## src/rtl/attention_tile_scheduler.sv

```systemverilog
// Tile-loop sequencer for tiled attention: walks query tiles and their kv tiles,
// issuing one command at a time to the datapath/loader and waiting for completion.
module attention_tile_scheduler #(
  parameter int IDX_WIDTH = 8,
  parameter int CNT_WIDTH = 16
) (
  input  logic                 clk,
  input  logic                 rst,
  input  logic                 start,
  input  logic                 abort,
  input  logic                 causal,
  input  logic [IDX_WIDTH-1:0] num_q_tiles,
  input  logic [IDX_WIDTH-1:0] num_kv_tiles,
  output logic                 cmd_valid,
  input  logic                 cmd_ready,
  output logic [2:0]           cmd_op,
  output logic [IDX_WIDTH-1:0] cmd_q_idx,
  output logic [IDX_WIDTH-1:0] cmd_kv_idx,
  output logic                 cmd_first,
  output logic                 cmd_last,
  input  logic                 op_done,
  output logic                 busy,
  output logic                 done,
  output logic                 err,
  output logic [CNT_WIDTH-1:0] cmd_count
);

  localparam int XW = IDX_WIDTH + 1;

  localparam logic [2:0] OP_LOAD_Q  = 3'd0;
  localparam logic [2:0] OP_LOAD_K  = 3'd1;
  localparam logic [2:0] OP_PV      = 3'd5;
  localparam logic [2:0] OP_NORM    = 3'd6;
  localparam logic [2:0] OP_STORE   = 3'd7;

  typedef enum logic [1:0] {
    S_IDLE   = 2'd0,
    S_ISSUE  = 2'd1,
    S_WAIT   = 2'd2,
    S_FINISH = 2'd3
  } state_e;

  state_e               state_q, state_d;
  logic [2:0]           op_q, op_d;
  logic [IDX_WIDTH-1:0] qi_q, qi_d;
  logic [IDX_WIDTH-1:0] kj_q, kj_d;
  logic [IDX_WIDTH-1:0] nq_q, nq_d;
  logic [IDX_WIDTH-1:0] nkv_q, nkv_d;
  logic                 causal_q, causal_d;
  logic                 err_q, err_d;
  logic [CNT_WIDTH-1:0] cnt_q, cnt_d;

  // Index math is one bit wider so i+1 and j+1 never wrap at the maximum tile count.
  logic [XW-1:0] qi_inc, kj_inc, kv_lim;
  logic          is_kv_op, last_kv, last_q;

  assign qi_inc   = {1'b0, qi_q} + XW'(1);
  assign kj_inc   = {1'b0, kj_q} + XW'(1);
  assign kv_lim   = (causal_q && (qi_inc < {1'b0, nkv_q})) ? qi_inc : {1'b0, nkv_q};
  assign is_kv_op = (op_q >= OP_LOAD_K) && (op_q <= OP_PV);
  assign last_kv  = (kj_inc == kv_lim);
  assign last_q   = (qi_inc == {1'b0, nq_q});

  always_ff @(posedge clk) begin
    if (rst) begin
      state_q  <= S_IDLE;
      op_q     <= OP_LOAD_Q;
      qi_q     <= '0;
      kj_q     <= '0;
      nq_q     <= '0;
      nkv_q    <= '0;
      causal_q <= 1'b0;
      err_q    <= 1'b0;
      cnt_q    <= '0;
    end else begin
      state_q  <= state_d;
      op_q     <= op_d;
      qi_q     <= qi_d;
      kj_q     <= kj_d;
      nq_q     <= nq_d;
      nkv_q    <= nkv_d;
      causal_q <= causal_d;
      err_q    <= err_d;
      cnt_q    <= cnt_d;
    end
  end

  always_comb begin
    state_d  = state_q;
    op_d     = op_q;
    qi_d     = qi_q;
    kj_d     = kj_q;
    nq_d     = nq_q;
    nkv_d    = nkv_q;
    causal_d = causal_q;
    err_d    = err_q;
    cnt_d    = cnt_q;
    if (abort) begin
      state_d = S_IDLE;
    end else begin
      // op_done is only legal while a command is outstanding
      if (op_done && (state_q != S_WAIT)) err_d = 1'b1;
      if (start && (state_q != S_IDLE))   err_d = 1'b1;
      unique case (state_q)
        S_IDLE: begin
          if (start) begin
            causal_d = causal;
            nq_d     = num_q_tiles;
            nkv_d    = num_kv_tiles;
            op_d     = OP_LOAD_Q;
            qi_d     = '0;
            kj_d     = '0;
            cnt_d    = '0;
            err_d    = op_done;
            state_d  = ((num_q_tiles == '0) || (num_kv_tiles == '0)) ? S_FINISH : S_ISSUE;
          end
        end
        S_ISSUE: begin
          if (cmd_ready) begin
            state_d = S_WAIT;
            if (cnt_q != '1) cnt_d = cnt_q + CNT_WIDTH'(1);
          end
        end
        S_WAIT: begin
          if (op_done) begin
            state_d = S_ISSUE;
            unique case (op_q)
              OP_PV: begin
                if (last_kv) begin
                  op_d = OP_NORM;
                  kj_d = '0;
                end else begin
                  op_d = OP_LOAD_K;
                  kj_d = kj_inc[IDX_WIDTH-1:0];
                end
              end
              OP_NORM: op_d = OP_STORE;
              OP_STORE: begin
                if (last_q) begin
                  state_d = S_FINISH;
                end else begin
                  op_d = OP_LOAD_Q;
                  qi_d = qi_inc[IDX_WIDTH-1:0];
                end
              end
              default: op_d = op_q + 3'd1;
            endcase
          end
        end
        S_FINISH: state_d = S_IDLE;
        default:  state_d = S_IDLE;
      endcase
    end
  end

  always_comb begin
    cmd_valid  = (state_q == S_ISSUE);
    busy       = (state_q != S_IDLE);
    done       = (state_q == S_FINISH);
    cmd_op     = op_q;
    cmd_q_idx  = qi_q;
    cmd_kv_idx = kj_q;
    cmd_first  = is_kv_op && (kj_q == '0);
    cmd_last   = is_kv_op && last_kv;
    err        = err_q;
    cmd_count  = cnt_q;
  end

endmodule

```

## config.mk

```make
export PLATFORM = sky130hd
export DESIGN_NAME = attention_tile_scheduler
export DESIGN_NICKNAME = d
export VERILOG_FILES = /design/src/rtl/attention_tile_scheduler.sv
export SDC_FILE = /design/constraint.sdc
export NUM_CORES = 1
export LEC_CHECK = 0
export ABC_CLOCK_PERIOD_IN_PS = 4600
export CAP_MARGIN = 20
export CORE_MARGIN = 4
export CORE_UTILIZATION = 54
export DETAILED_ROUTE_END_ITERATION = 16
export PLACE_DENSITY = 0.81
export SETUP_SLACK_MARGIN = 0.1
export SLEW_MARGIN = 5
export SYNTH_ARGS = -nofsm -noshare
export SYNTH_HDL_FRONTEND = slang
export SYNTH_SLANG_ARGS = --single-unit
```

## constraint.sdc

```tcl
create_clock -name clk -period 4.6 [get_ports clk]
set_input_delay 0.69 -clock clk [delete_from_list [all_inputs] [get_ports clk]]
set_output_delay 0.69 -clock clk [all_outputs]
set_load 0.01 [all_outputs]
```

==> reports/metrics.csv, run 1 <==
metric,value,unit
setup_tns,0,ns
syn_nets,495,
slew_headroom,37.22,%
final_antenna_net_count,0,
ys_types,64,
syn_area,3666,µm²
synth_largest_area_cell,dfxtp_1,
arrival,3.62,ns
io-pin-count,64,
yosys_warnings,0,
placedInstanceArea,4375,µm²
vias_per_cell,6.005,
hold_slack,0.4656,ns
maxSlewViolCount,0,
die_area,8171,µm²
fin_area,4494,µm²
layout_common_cells,"nand2_1 (64), clkdlybuf4s50_1 (62), dfxtp_1 (53)",
synth_edf_count,0,
syn2layout_area_growth,22.59,%
drc,0,
dieWidth,90.40,µm
n_antenna_cell,0,
worst_path_max_delay_cell,or4_4,
synth_ff_type,dfxtp_1,
cts_tree,yes,
layout_commonest_cell,nand2_1,
vias,3573,
worst_pin_slew,0.9398,ns
path_clk_slew,0.10,ns
worstSetupPathType,reg2out,
htree_levels,2,
postSynthAreaPerCell,8.022,µm²
grt_first_pass_wirelength,16280,µm
clock-sinks,55,
ys_ff_latch,55,
worst_hold_path_type,reg2reg,
seq_area,1104,µm²
slowest_delay,0.55,ns
fin_util,69.59,%
numCtsBuffers,5,
cp_cell_sequence,"nand4_1, or3_4, nand2_1, ha_1, a21o_1, a221o_2, or4_4, nand3_2, o311ai_4, nor4_2, clkbuf_2",
hold_viol,0,
hpwlAfterDp,7275,µm
setup_viol,0,
dr_wl_met3,674,µm
row_count,29,
async_flop_share,0,%
critPathMaxFanout,6,
skew,0.01243,ns
place_congestion,0.9272,
drtPass1Iterations,5,
clk_latency,0.31,ns
rsz0062_at_grt,no,
start_util,56.76,%
grt_pass1_vias,3395,
ctsRootBufferMaster,clkbuf_8,
dr_wl_met2,4523,µm
initialDrtViolationCount,226,
grt_max_degree,28,
port_buffers,63,
routedWlPerCell,16.08,µm
nNetsFinal,555,
stdcell_count,595,
grt.overflow.total,0,
status,completed,
synth_cells,457,
maxCapViolations,0,
die_h,90.40,µm
antenna_found_initial,0,
synth_top_area_share,30.03,%
powerDensity,204.3,nW/µm²
crit_required,3.91,ns
synth_area_leaders,"dfxtp_1 (30%), nand2_1 (6.6%), ha_1 (5.1%)",
drive_gt1_share,9.073,%
fmax,0.2321,GHz
wl,9568,µm
multi_input_area,2394,µm²
fin_crit,4.308,ns
cts_buffer_depth,2,
n_fill_cell,534,
place_inst,586,
ir_drop,0.1371,mV
synth-seq-area-share,30.03,%
grt_usage,23.74,%
min_period_over_period,93.64,%
core_region_area,6459,µm²
routed.top_layer,met4,
m1WireLength,4179,µm
worstSetupEndpointType,output port,
start_kind,register,
p_leak,1.618,nW
metrics by stage:
stage | worst slack, ns | power, W
6_report | 0.2924 | 0.0009180
5_1_grt | 0.1091 | 0.0009565
3_5_place_dp | 0.03382 | 0.0006380
4_1_cts | 0.1460 | 0.0009254
2_1_floorplan | 0.5013 | 0.0005911
3_3_place_gp | 0.2064 | 0.0006361
Yosys cell counts, types with 3 or more instances:
master / count
a31oi_1: 4
xnor2_1: 13
nand4_1: 5
inv_1: 20
clkbuf_1: 14
or2_2: 9
nand2_1: 64
nand3_1: 12
o31ai_1: 6
buf_2: 5
ha_1: 15
a21oi_1: 35
nand2b_1: 9
o211a_1: 3
dfxtp_1: 55
nor4_1: 8
and4_1: 3
xor3_1: 3
o311ai_0: 3
xor2_1: 13
nor3_1: 13
a21o_1: 4
o311ai_1: 5
o21ai_0: 14
nand3b_1: 4
or3_1: 13
o211ai_1: 4
nor2_1: 41
and2_1: 4
mux2i_1: 6
nor2b_1: 6
xnor3_1: 3
routing by layer:
metal,up-vias,GRT usage [%]
li1,1763,-
met1,1660,31.67
met2,128,39.76
met3,22,4.083
met4,0,5.995
met5,-,0
area by class of cell:
cell class / count / area share (%)
Sequential cell: 55 / 24.55
Timing Repair Buffer: 77 / 16.26
Multi-Input combinational cell: 358 / 53.26
Clock inverter: 1 / 0.1949
Tap cell: 77 / 2.144
Inverter: 20 / 1.670
Clock buffer: 7 / 1.921
logic make-up after synthesis:
family | count (synthesis) | synth area share [%]
compound gates | 103 | 20.00
xor+xnor | 32 | 10.00
fa+ha+maj | 15 | 5.119
buf+inv | 44 | 5.188
flops | 55 | 30.03
mux | 6 | 1.638
simple gates | 202 | 28.02
flip-flops by register name (all words and copies together) (netlist names):
name / count
causal_q: 1
cmd_count: 16
cmd_kv_idx: 8
cmd_op: 3
cmd_q_idx: 8
err: 1
nkv_q: 8
nq_q: 8
state_q: 2
critical path: cells and delay by family (launching register included):
kind	cells	cell delay, ns
buffers and inverters	1	0.19
adder cells (fa/ha/maj)	1	0.24
flip-flops	1	0.43
AND/OR/NAND/NOR	6	1.73
AO/OA/AOI/OAI	3	0.72
final timing paths:
path | slack, ns | startpoint | cells past startpoint | to
min | 0.47 | nkv_q[7]$_SDFFE_PP0P_ | 2 | nkv_q[7]$_SDFFE_PP0P_
max reg2reg | 0.97 | cmd_q_idx[5]$_SDFFE_PP0P_ | 12 | cmd_op[1]$_SDFFE_PP0P_
min reg2reg | 0.47 | nkv_q[7]$_SDFFE_PP0P_ | 2 | nkv_q[7]$_SDFFE_PP0P_
max | 0.29 | cmd_q_idx[5]$_SDFFE_PP0P_ | 11 | cmd_last
power by group:
| group | internal, W | switching, W |
|---|---|---|
| sequential | 0.000485 | 0.00000883 |
| clock | 0.000124 | 0.000163 |
| combinational | 0.0000618 | 0.0000750 |
| total | 0.000671 | 0.000247 |
timing repair:
item,4_1_cts,5_1_grt
gates resized for setup,5,6
hold buffers,0,0
setup endpoints to repair,1,1
pin swaps,0,4
setup buffers,0,1
Power figures use the tool's default switching activity.
==> run 2: changes to the inputs <==
- MAX_ROUTING_LAYER: default -> met4
==> run 2 against run 1 <==
- maximum frequency is 1.0% higher
- non-clock buffer count is 3 higher
- flip-flop and latch count stayed put
- largest power group unchanged
- sequential power hardly changed
- core utilization is 0.29 points higher
- critical path depth is 1 higher
- largest cell class unchanged
- clock-buffer cell count is 1 lower
- combinational power hardly changed
- hold slack worse by 0.0026 ns
- die area stayed put
- first-iteration DRC count is 42% lower
- power is 0.79% higher
==> reports/metrics.csv, run 2 (synthesis gave the netlist of run 1 again) <==
metric,value,unit,change
power_frac_clock,31.8,%,+0.5 points
slowest_delay,0.54,ns,about the same
worstSetupPathType,reg2out,,
antenna_found_initial,0,,unchanged
worst_pin_slew,0.9143,ns,-0.02549 ns
routedWlPerCell,16.03,µm,-0.35%
skew,0.01262,ns,+0.0001968 ns
switchingPower,0.0002537,W,+2.7%
setup_tns,0,ns,unchanged
combPwrFrac,14.8,%,about the same
cts_tree,yes,,
start_util,56.76,%,unchanged
final_antenna_net_count,0,,unchanged
worst_hold_path_type,reg2reg,,
start_kind,register,,
r2r_setup_slack,0.98,ns,about the same
ff2ff_path_depth,13,,+1
worstSetupEndpointType,output port,,
drc,0,,unchanged
vias_per_cell,5.945,,-1.0%
min_period_over_period,92.70,%,-0.94 points
maxCapViolations,0,,unchanged
fin_crit,4.264,ns,-0.04346 ns
cp_cell_sequence,"ha_1, inv_1, or3_1, nand2_1, ha_1, a21o_1, a221o_2, or4_4, nand3_2, o311ai_4, nor4_2, clkbuf_2",,
vias,3555,,-0.50%
reg2reg_from,cmd_q_idx[1]$_SDFFE_PP0P_,,
worst-path-buf-inv,2,,+1
layout_common_cells,"nand2_1 (64), clkdlybuf4s50_1 (62), dfxtp_1 (52)",,
crit_required,3.91,ns,about the same
startpoint,cmd_q_idx[1]$_SDFFE_PP0P_,,
syn2layout_area_growth,23.11,%,
drtPass1Iterations,4,,-1
grt.overflow.total,0,,unchanged
power.internal,0.0006716,W,about the same
p_leak,1.640,nW,+1.4%
largest_reg_flops,16,,unchanged
swShare,27.42,%,+0.51 points
layout_commonest_cell,nand2_1,,
place_congestion,0.9355,,+0.90%
setup_viol,0,,unchanged
grt_usage,24.16,%,+0.42 points
power,0.0009253,W,+0.79%
io-pin-count,64,,unchanged
r2r-end,cmd_kv_idx[2]$_SDFFE_PP0P_,,
path_clk_slew,0.10,ns,about the same
powerDensity,205.0,nW/µm²,+0.37%
grt_first_pass_wirelength,15950,µm,-2.0%
slew_headroom,38.92,%,+1.7 points
die_area,8171,µm²,unchanged
clk_latency,0.32,ns,about the same
grt_pass1_vias,3251,,-4.2%
fmax,0.2345,GHz,+1.0%
cp_common_cell,ha_1,,
die_h,90.40,µm,unchanged
worst_path_max_delay_cell,or4_4,,
port_buffers,63,,unchanged
cp_top_family,simple AND/OR/NAND/NOR gates,,
row_count,29,,unchanged
n_antenna_cell,0,,unchanged
core_region_area,6459,µm²,unchanged
cp.depth,12,,+1
fin_util,69.88,%,+0.29 points
status,completed,,
maxSlewViolCount,0,,unchanged
rsz0062_at_grt,no,,
seqPwrFrac,53.4,%,-0.4 points
grt_max_degree,28,,unchanged
hold_viol,0,,unchanged
htree_levels,2,,unchanged
min_path_cells,2,,unchanged
nNetsFinal,558,,+0.54%
arrival,3.57,ns,-0.05 ns
numCtsBuffers,5,,unchanged
wl,9583,µm,+0.16%
initialDrtViolationCount,131,,-42%
cp-endpoint,cmd_last,,
drive_gt1_share,9.597,%,+0.52 points
dieWidth,90.40,µm,unchanged
cts_buffer_depth,2,,unchanged
critPathMaxFanout,6,,unchanged
hpwlAfterDp,7310,µm,+0.49%
ir_drop,0.1409,mV,+2.8%
clock-sinks,55,,unchanged
ctsRootBufferMaster,clkbuf_8,,
[run 2: changes by cell type in the layout (fill, tap and decap cells not counted), sizes merged]
cell,change
buf,+3
inv,+1
clkbuf,-1
[run 2: timing repair]
item	CTS	global route
setup endpoints to repair	1	1
setup buffers	3	1
pin swaps	2	2
hold buffers	0	0
gates resized for setup	5	5
[run 2: tightest hold or removal path, stage by stage (launching register included)]
cell	delay [ns]
dfxtp_1	0.32
nand2_1	0.05
a21oi_1	0.05
[run 2: area by class of cell]
cell class	count	area, µm²
clock buffers	6	82.58
clock inverters	2	13.76
fillers	561	1946
inverters	20	75.07
multi-input cells	358	2387
flip-flops and latches	55	1105
well taps	77	96.34
repair buffers	80	753.2
[run 2: how the worst min path moves through the flow]
stage                                from                    end
floorplan           causal_q$_SDFFE_PP0P_  causal_q$_SDFFE_PP0P_
global placement    nkv_q[7]$_SDFFE_PP0P_  nkv_q[7]$_SDFFE_PP0P_
detailed placement  nkv_q[5]$_SDFFE_PP0P_  nkv_q[5]$_SDFFE_PP0P_
CTS                 nkv_q[5]$_SDFFE_PP0P_  nkv_q[5]$_SDFFE_PP0P_
global route        nkv_q[2]$_SDFFE_PP0P_  nkv_q[2]$_SDFFE_PP0P_
finish              nkv_q[5]$_SDFFE_PP0P_  nkv_q[5]$_SDFFE_PP0P_
[run 2: per-layer routing]
metal / vias up / global-route usage (%) / share of wire [%] / wire length (µm)
li1: 1763 / - / - / -
met1: 1671 / 32.01 / 46 / 4370
met2: 112 / 39.27 / 48 / 4571
met3: 9 / 3.583 / 5.7 / 543
met4: 0 / 5.230 / 1.0 / 98
met5: - / - / 0 / 0
[run 2: stage by stage]
stage               hold WS [ns]  setup slack [ns]  instances  instance area, µm²
floorplan                 0.4314            0.5013        457                3666
global placement          0.4467            0.2082        586                4375
detailed placement        0.4508            0.1313        586                4375
CTS                       0.4642            0.2327        597                4503
global route              0.4910            0.1837        598                4513
finish                    0.4630            0.3359        598                4513
[run 2: power by group through the flow]
| stage | Combinational [W] | Sequential [W] | Clock [W] |
|---|---|---|---|
| after floorplan | 0.0000887 | 0.000502 | 0 |
| after global placement | 0.000131 | 0.000505 | 0 |
| after detailed placement | 0.000134 | 0.000505 | 0 |
| after CTS | 0.000135 | 0.000494 | 0.000299 |
| after global routing | 0.000150 | 0.000496 | 0.000317 |
| final | 0.000137 | 0.000494 | 0.000294 |
